<file path="config.mk">
export PLATFORM = sky130hd
export DESIGN_NAME = button_bank
export DESIGN_NICKNAME = d
export VERILOG_FILES = /design/src/rtl/button_pkg.sv /design/src/rtl/button_bank_channel.sv /design/src/rtl/button_bank.sv
export SDC_FILE = /design/constraint.sdc
export NUM_CORES = 1
export LEC_CHECK = 0
export ABC_AREA = 1
export BUFFER_PORTS_ARGS = -buffer_cell sky130_fd_sc_hd__buf_2
export CELL_PAD_IN_SITES_DETAIL_PLACEMENT = 1
export CELL_PAD_IN_SITES_GLOBAL_PLACEMENT = 1
export CORE_MARGIN = 1.5
export CORE_UTILIZATION = 40
export CTS_BUF_LIST = sky130_fd_sc_hd__clkbuf_2
export DETAILED_ROUTE_END_ITERATION = 8
export PLACE_DENSITY = 0.76
export SETUP_SLACK_MARGIN = 0.3
export SYNTH_ARGS = -nofsm -noshare
export SYNTH_HDL_FRONTEND = slang
export SYNTH_SLANG_ARGS = --single-unit
</file>
<file path="constraint.sdc">
create_clock -name clk_i -period 2.9 [get_ports clk_i]
set_input_delay 0.145 -clock clk_i [delete_from_list [all_inputs] [get_ports clk_i]]
set_output_delay 0.145 -clock clk_i [all_outputs]
set_load 0.02 [all_outputs]
</file>
<file path="src/rtl/button_pkg.sv">
// Shared types and constants for the push-button front end.
// Latency: n/a (types, constants and a constant helper only).
// Backpressure: n/a.
package button_pkg;

  // Per-channel debounce FSM states.
  typedef enum logic [1:0] {
    REL    = 2'd0,
    PRS_DB = 2'd1,
    HELD   = 2'd2,
    REL_DB = 2'd3
  } btn_state_t;

  // Channel positions of the original five-button board front end.
  localparam int BTN_UP     = 0;
  localparam int BTN_DOWN   = 1;
  localparam int BTN_RIGHT  = 2;
  localparam int BTN_LEFT   = 3;
  localparam int BTN_CENTER = 4;

  // Larger of two integers, used to size the repeat counter.
  function automatic int max_int(input int a, input int b);
    return (a > b) ? a : b;
  endfunction

endpackage

</file>
<file path="src/rtl/button_bank_channel.sv">
// One button channel: 2-FF synchroniser, tick-driven debounce FSM, press/release pulses.
// Latency: 2 clk sync, then press/release on the (DB_TICKS+1)th consecutive stable tick.
// Backpressure: none; pulses are one clk wide and must be consumed when seen.
// Optional hold-to-repeat is built when BUTTON_BANK_AUTOREPEAT_EN is defined.
module btn_channel
  import button_pkg::*;
#(
  parameter int DB_TICKS   = 10,
  parameter int RPT_DELAY  = 500,
  parameter int RPT_PERIOD = 100
) (
  input  logic clk_i,
  input  logic rst_i,
  input  logic tick_i,
  input  logic btn_i,
  output logic level_o,
  output logic press_o,
  output logic release_o
);

  localparam int DB_W = $clog2(DB_TICKS + 1);
  localparam logic [DB_W-1:0] DB_MAX = DB_W'(DB_TICKS);

  logic            sync1_q;
  logic            sync2_q;
  btn_state_t      state_q;
  logic [DB_W-1:0] cnt_q;
  logic            level_q;
  logic            press_q;
  logic            release_q;
  logic            rpt_fire;

  // Two-flop synchroniser; only sync2_q is used by the debounce logic.
  always_ff @(posedge clk_i) begin
    if (rst_i) begin
      sync1_q <= 1'b0;
      sync2_q <= 1'b0;
    end else begin
      sync1_q <= btn_i;
      sync2_q <= sync1_q;
    end
  end

  // Debounce FSM with registered level and one-cycle press/release pulses.
  always_ff @(posedge clk_i) begin
    if (rst_i) begin
      state_q   <= REL;
      cnt_q     <= '0;
      level_q   <= 1'b0;
      press_q   <= 1'b0;
      release_q <= 1'b0;
    end else begin
      press_q   <= 1'b0;
      release_q <= 1'b0;
      if (tick_i) begin
        case (state_q)
          REL: begin
            if (sync2_q) begin
              state_q <= PRS_DB;
              cnt_q   <= DB_W'(1);
            end
          end
          PRS_DB: begin
            if (!sync2_q) begin
              state_q <= REL;
              cnt_q   <= '0;
            end else if (cnt_q == DB_MAX) begin
              state_q <= HELD;
              cnt_q   <= '0;
              level_q <= 1'b1;
              press_q <= 1'b1;
            end else begin
              cnt_q <= cnt_q + 1'b1;
            end
          end
          HELD: begin
            if (!sync2_q) begin
              state_q <= REL_DB;
              cnt_q   <= DB_W'(1);
            end else if (rpt_fire) begin
              press_q <= 1'b1;
            end
          end
          REL_DB: begin
            if (sync2_q) begin
              state_q <= HELD;
              cnt_q   <= '0;
            end else if (cnt_q == DB_MAX) begin
              state_q   <= REL;
              cnt_q     <= '0;
              level_q   <= 1'b0;
              release_q <= 1'b1;
            end else begin
              cnt_q <= cnt_q + 1'b1;
            end
          end
          default: begin
            state_q <= REL;
            cnt_q   <= '0;
          end
        endcase
      end
    end
  end

`ifdef BUTTON_BANK_AUTOREPEAT_EN
  localparam int RPT_W = $clog2(max_int(RPT_DELAY, RPT_PERIOD) + 1);

  logic [RPT_W-1:0] rpt_q;
  logic             rpt_armed_q;
  logic [RPT_W-1:0] rpt_inc;
  logic [RPT_W-1:0] rpt_tgt;

  // First repeat waits RPT_DELAY ticks, later ones RPT_PERIOD ticks.
  assign rpt_inc  = rpt_q + 1'b1;
  assign rpt_tgt  = rpt_armed_q ? RPT_W'(RPT_PERIOD) : RPT_W'(RPT_DELAY);
  assign rpt_fire = tick_i && (state_q == HELD) && sync2_q && (rpt_inc == rpt_tgt);

  // Repeat counter: runs in HELD, frozen in REL_DB, cleared on every way into HELD.
  always_ff @(posedge clk_i) begin
    if (rst_i) begin
      rpt_q       <= '0;
      rpt_armed_q <= 1'b0;
    end else if (tick_i) begin
      case (state_q)
        HELD: begin
          if (sync2_q) begin
            if (rpt_fire) begin
              rpt_q       <= '0;
              rpt_armed_q <= 1'b1;
            end else begin
              rpt_q <= rpt_inc;
            end
          end
        end
        REL_DB: begin
          if (sync2_q) begin
            rpt_q       <= '0;
            rpt_armed_q <= 1'b0;
          end
        end
        default: begin
          rpt_q       <= '0;
          rpt_armed_q <= 1'b0;
        end
      endcase
    end
  end
`else
  // Single press per accepted press; no repeat state exists in this build.
  assign rpt_fire = 1'b0;
`endif

  assign level_o   = level_q;
  assign press_o   = press_q;
  assign release_o = release_q;

endmodule

</file>
<file path="src/rtl/button_bank.sv">
// N-channel push-button conditioner: shared tick prescaler plus one btn_channel per pin.
// Latency: 2 clk sync + (DB_TICKS+1) ticks to accept a level change.
// Backpressure: none; press/release are single-cycle strobes.
// Hold-to-repeat is enabled by defining BUTTON_BANK_AUTOREPEAT_EN.
module button_bank
  import button_pkg::*;
#(
  parameter int N_BTN      = 5,
  parameter int TICK_DIV   = 100_000,
  parameter int DB_TICKS   = 10,
  parameter int RPT_DELAY  = 500,
  parameter int RPT_PERIOD = 100
) (
  input  logic             clk_i,
  input  logic             rst_i,
  input  logic [N_BTN-1:0] btn_in_i,
  output logic [N_BTN-1:0] level_o,
  output logic [N_BTN-1:0] press_o,
  output logic [N_BTN-1:0] release_o,
  output logic             tick_o
);

  localparam int TICK_W = $clog2(TICK_DIV);
  localparam logic [TICK_W-1:0] TICK_LAST = TICK_W'(TICK_DIV - 1);

  logic [TICK_W-1:0] div_q;
  logic [TICK_W-1:0] div_d;
  logic              tick;

  // Tick is the terminal count of the prescaler.
  assign tick  = (div_q == TICK_LAST);
  assign div_d = tick ? '0 : div_q + 1'b1;

  // Free-running prescaler, 0..TICK_DIV-1.
  always_ff @(posedge clk_i) begin
    if (rst_i) begin
      div_q <= '0;
    end else begin
      div_q <= div_d;
    end
  end

  assign tick_o = tick;

  for (genvar i = 0; i < N_BTN; i++) begin : g_ch
    btn_channel #(
      .DB_TICKS  (DB_TICKS),
      .RPT_DELAY (RPT_DELAY),
      .RPT_PERIOD(RPT_PERIOD)
    ) u_ch (
      .clk_i    (clk_i),
      .rst_i    (rst_i),
      .tick_i   (tick),
      .btn_i    (btn_in_i[i]),
      .level_o  (level_o[i]),
      .press_o  (press_o[i]),
      .release_o(release_o[i])
    );
  end

endmodule

</file>
# Word-level counts from Yosys, hierarchy flattened
# Cells that the tools add are included.
# classes
n_eq_ne,61
mux,95
n_addsub,6
reduce_logical,36
bitwise,16
# op_table
operator,count
4-bit 2-to-1 mux,25
4-bit one-hot mux with 4 select lines,5
2-bit 2-to-1 mux,30
"2-bit by 1-bit != test with 1-bit output, second input constant",20
2-bit one-hot mux with 4 select lines,5
4-bit OR reduction,10
6-bit AND reduction,5
1-bit 2-to-1 mux,25
5-bit AND reduction,5
"4-bit by 1-bit adder with 4-bit output, second input constant",5
"2-bit equality test, second input constant",10
"4-bit equality test, second input constant",5
"2-bit != test, second input constant",10
"17-bit by 1-bit adder with 17-bit output, second input constant",1
"17-bit equality test, second input constant",1
1-bit inverter,16
"3-bit by 1-bit != test with 1-bit output, second input constant",5
"3-bit != test, second input constant",5
3-bit AND reduction,5
"2-bit by 1-bit equality test with 1-bit output, second input constant",5
2-bit zero test,5
1-bit one-hot mux with 2 select lines,5
2-bit nonzero test,5
2-bit OR reduction,1
# word_totals
regBits,72
out_inout_bits,16

# Logic depth before layout (Yosys ltp)
# depth
word_depth,4
ltp_mapped,10
mapped_depth_nobuf,10

# Cells and area by module
# A second synthesis with hierarchy kept.
# unflattened
cells_unflattened,500
area_unflattened_um2,3714.8
# modules_own_cells
mod,seq_area_each_um2,instances,cells_each,area_each_um2
btn_channel at g_ch[1].u_ch ...,220.2,4,71,560.5
button_bank,340.3,1,142,929.6
btn_channel at g_ch[0].u_ch,220.2,1,74,543.0

# Least setup slack after synthesis
# OpenSTA, ideal clock, no wires.
# synth_timing
path_type,register to register
startpoint,reg div_q[0]
endpoint,reg g_ch[2].u_ch.level_q
path_stages_with_launch,10
arrival_ps,1382
n_path_buf,1
slack_ps,1402
path_cell_list,dfxtp_1 > ha_1 > nand3_2 > clkinv_2 > nand3_2 > nor2_8 > buf_6 > nand2_1 > o21ai_1 > a21oi_1
# synth_via
elab_chain_len,2
# synth_lines
item,line,source
"start, declared",button_bank.sv:26,logic [TICK_W-1:0] div_q;
"start signal, assigned",button_bank.sv:39,div_q <= div_d;
17-bit equality test,button_bank.sv:31,assign tick = (div_q == TICK_LAST);
net tick_o,button_bank.sv:20,output logic tick_o
6-bit AND reduction (no source line),--,
"end signal, assigned",button_bank_channel.sv:49,level_q <= 1'b0;
"end signal, assigned",button_bank_channel.sv:70,level_q <= 1'b1;
"end signal, assigned",button_bank_channel.sv:91,level_q <= 1'b0;
"end, declared",button_bank_channel.sv:28,logic level_q;
# The timed path passes the listed nets, and every way through them passes these cells.
# A chain may end at the register's enable or synchronous reset.

# Final worst setup path
# layout_timing
startpoint,reg div_q[0]
endpoint,out tick_o
# layout_via
elab_chain_len,1
# layout_lines
item,line
17-bit equality test,button_bank.sv:31
"end, declared",button_bank.sv:20
# Every way passes these cells.

==> key figures <==
Clocking
  – Total CTS buffers: 9
  – Root buf cell: clkbuf_2
  – CTS clk-pin slew, worst paths: 0.19 ns
  – Resize count post-CTS: 0
  – Clock latency on the worst-skew pair: 0.51 ns
  – TritonCTS Sinks: 72
  – Post-CTS Setup Inserts: 0
  – Clock Path Buffers: 2
  – TritonCTS clock tree: yes
  – H-Tree Depth: 3

Yosys
  – Top-count cell post-synth: nand2_1
  – Top FF cell, synth: dfxtp_1
  – Post-synth EDFFs: 0
  – Synth cell types: 35
  – Synth top area cells: dfxtp_1, nand2_1, nor2_1
  – Avg Cell Area, Syn: about 7.0 um^2
  – Post-Syn Area: roughly 3700 um^2
  – Post-synth top area share: 0.389
  – Register area share after synthesis: 0.389
  – Post-synth ARST share: 0
  – Syn. warnings: 0
  – Largest area contributor in the netlist: dfxtp_1
  – Post-Synthesis Net Count: 545
  – Most instantiated cells after synthesis: nand2_1, nor2_1, dfxtp_1
  – Syn Inst Count: 527
  – Seq cells post-synth: 72

STA
  – Final Setup Violations: 0
  – Slew Viols, Final: 0
  – Count of final hold-check violations: 0
  – Setup tns final: 0 ns
  – Setup WS post-layout: approximately 0.72 ns
  – Min Tclk post-route: 2.18 ns
  – Slew HR: 0.668
  – Slew at the pin closest to its max-slew limit: between 0.4 and 0.5 ns
  – RSZ-0062 raised after global routing: no
  – Period utilization: 0.751
  – Worst Skew: 0.0257 ns
  – Max Freq: 459 MHz

Worst setup path
  – CP Launch Type: flop
  – Crit path capture type: output pin
  – Crit Path Class: flop to output pin
  – WP data required: 2.76 ns
  – CP Max Fanout: 19
  – Setup slack, reg-to-reg: 1.02 ns
  – Arr. time, crit path: 2.03 ns

Power
  – Switching pwr: 388 uW
  – Sw Ratio: 0.244
  – Clock share of power: 0.330
  – Gate power share: 0.037
  – Power Dens Cells: 403 nW/um^2
  – VDD IR max: approximately 0.00025 V
  – Sequential share of power: 0.633
  – Internal: 1200 uW
  – Pleak: 0.00169 uW
  – Total power: 1590 uW

Status
  – Status: finished clean

Drt
  – DRC: 0
  – DR WL/cell: 13.4 um
  – Number of routed nets with antenna violations: 0
  – 1st-pass router iterations: 4
  – Met1 Routed Length: 4190 um
  – Max Used Layer: met4
  – Vias per cell: between 5 and 6
  – Via count: 3307
  – Met2 Routed Length: between 4000 and 5000 um
  – DR iter-0 viols: 86
  – DR WL met3: between 200 and 250 um
  – WL final: approximately 8800 um

Placed design
  – Dpl hpwl: 6460 um
  – Routability-driven placement congestion ratio: between 0.7 and 0.8
  – Port bufs: 22
  – DP Worst Slack: between 0.9 and 1 ns

Min path
  – Hold Path Class: primary input to flop

Floorplan
  – Core area: 8850 um^2
  – Initial Utilization: 0.418
  – Site row count: 34
  – Die Span Y: roughly 99 um
  – Horiz. Die Dim: 99.2 um
  – I/O pin cnt: 23
  – Full die area: 9840 um^2

Cells and area
  – Fin util: 0.446
  – Fraction of layout cells with a size suffix above 1: 0.117
  – Area Growth Syn to Fin: 6.69%
  – Final net count: 561
  – N_diodes: 0

Global routing
  – GR Util All Layers: 0.190
  – Initial antenna violation count: 0
  – Largest net degree at the start of global routing: 30
  – First-pass GRT wire length: 15000 um
  – GR Overflow Total: 0
  – Vias in the first global route: approximately 3400

Flow run
  – Max Cap Violations: 0
sequential cells by signal (all words and copies together), names as in the netlist, named ones only:
register             flops
g_ch.u_ch.level_o        5
g_ch.u_ch.sync1_q        5
g_ch.u_ch.release_o      5
g_ch.u_ch.sync2_q        5
g_ch.u_ch.cnt_q         20
g_ch.u_ch.state_q        5
g_ch.u_ch.press_o        5
div_q                   17
layer usage:
layer	vias up	GRT usage
met5	-	0
met4	0	0.0520
met1	1573	0.231
met2	32	0.341
met3	7	0.0401
li1	1695	-
per-stage QoR:
| step | area, um^2 | hold WS, ns | cells |
|---|---|---|---|
| after detailed placement | 3800 | 0.354 | 635 |
| after global placement | 3800 | 0.343 | 635 |
| final | 3950 | 0.0667 | 654 |
| after CTS | 3950 | 0.0426 | 654 |
| after global routing | 3950 | 0.0320 | 654 |
| after floorplan | 3700 | 0.215 | 527 |
critical path: stages (launching register included):
cell	delay, ns
dfxtp_1	0.39
ha_1	0.21
nand3_2	0.15
clkinv_2	0.12
nand3_2	0.13
nor2_8	0.30
buf_2	0.23
final timing paths:
check,from,to,cells past startpoint
setup / recovery,div_q[0],tick_o,6
hold / removal,rst_i,g_ch[0].u_ch.sync2_q,3
setup reg to reg,div_q[0],g_ch[4].u_ch.cnt_q[0],7
hold reg to reg,g_ch[4].u_ch.sync1_q,g_ch[4].u_ch.sync2_q,2
layout by cell type, fill, tap and decap left out, drive strengths merged:
master       count
a21oi           23
dfxtp           72
nor2            95
o21bai           1
nor3b            3
bufinv           1
inv             72
a31oi            2
nand3           37
nor4             1
nand4           23
xnor2            3
dlygate4sd3      5
xor2             7
nor3            10
o211ai           1
clkinvlp         1
clkinv           4
nand2          107
clkbuf           9
or2              3
buf             24
ha              11
a211oi           2
o21ai           29
what timing repair did:
item | CTS | global route
endpoints found under the hold margin | 5 | 0
endpoints found under the setup margin | 0 | 0
hold buffers | 5 | 0
layout make-up:
class | instances | area, um^2
clock inverters | 5 | 50.0
repair buffers | 29 | 175
fillers | 1173 | 4900
clock buffers | 9 | 45.0
flip-flops and latches | 72 | 1440
multi-input cells | 358 | 1830
well taps | 108 | 135
inverters | 73 | 275
cells by family after synthesis:
group	Yosys count	share of synthesized area
and+or+nand+nor	279	0.351
DFF	72	0.389
adders and majority gates	11	0.0372
xor gates and xnor gates	10	0.0237
buffers and inverters	97	0.117
AOI/OAI and AO/OA	58	0.0818
power by group through the flow:
stage | registers (uW) | clock network (uW) | logic (uW)
global placement | 1030 | 0 | 52.0
global route | 1010 | 602 | 66.7
floorplan | 1030 | 0 | 36.9
CTS | 1010 | 554 | 59.7
finish | 1010 | 526 | 58.7
detailed placement | 1030 | 0 | 54.2
(Power assumes the default switching activity.)
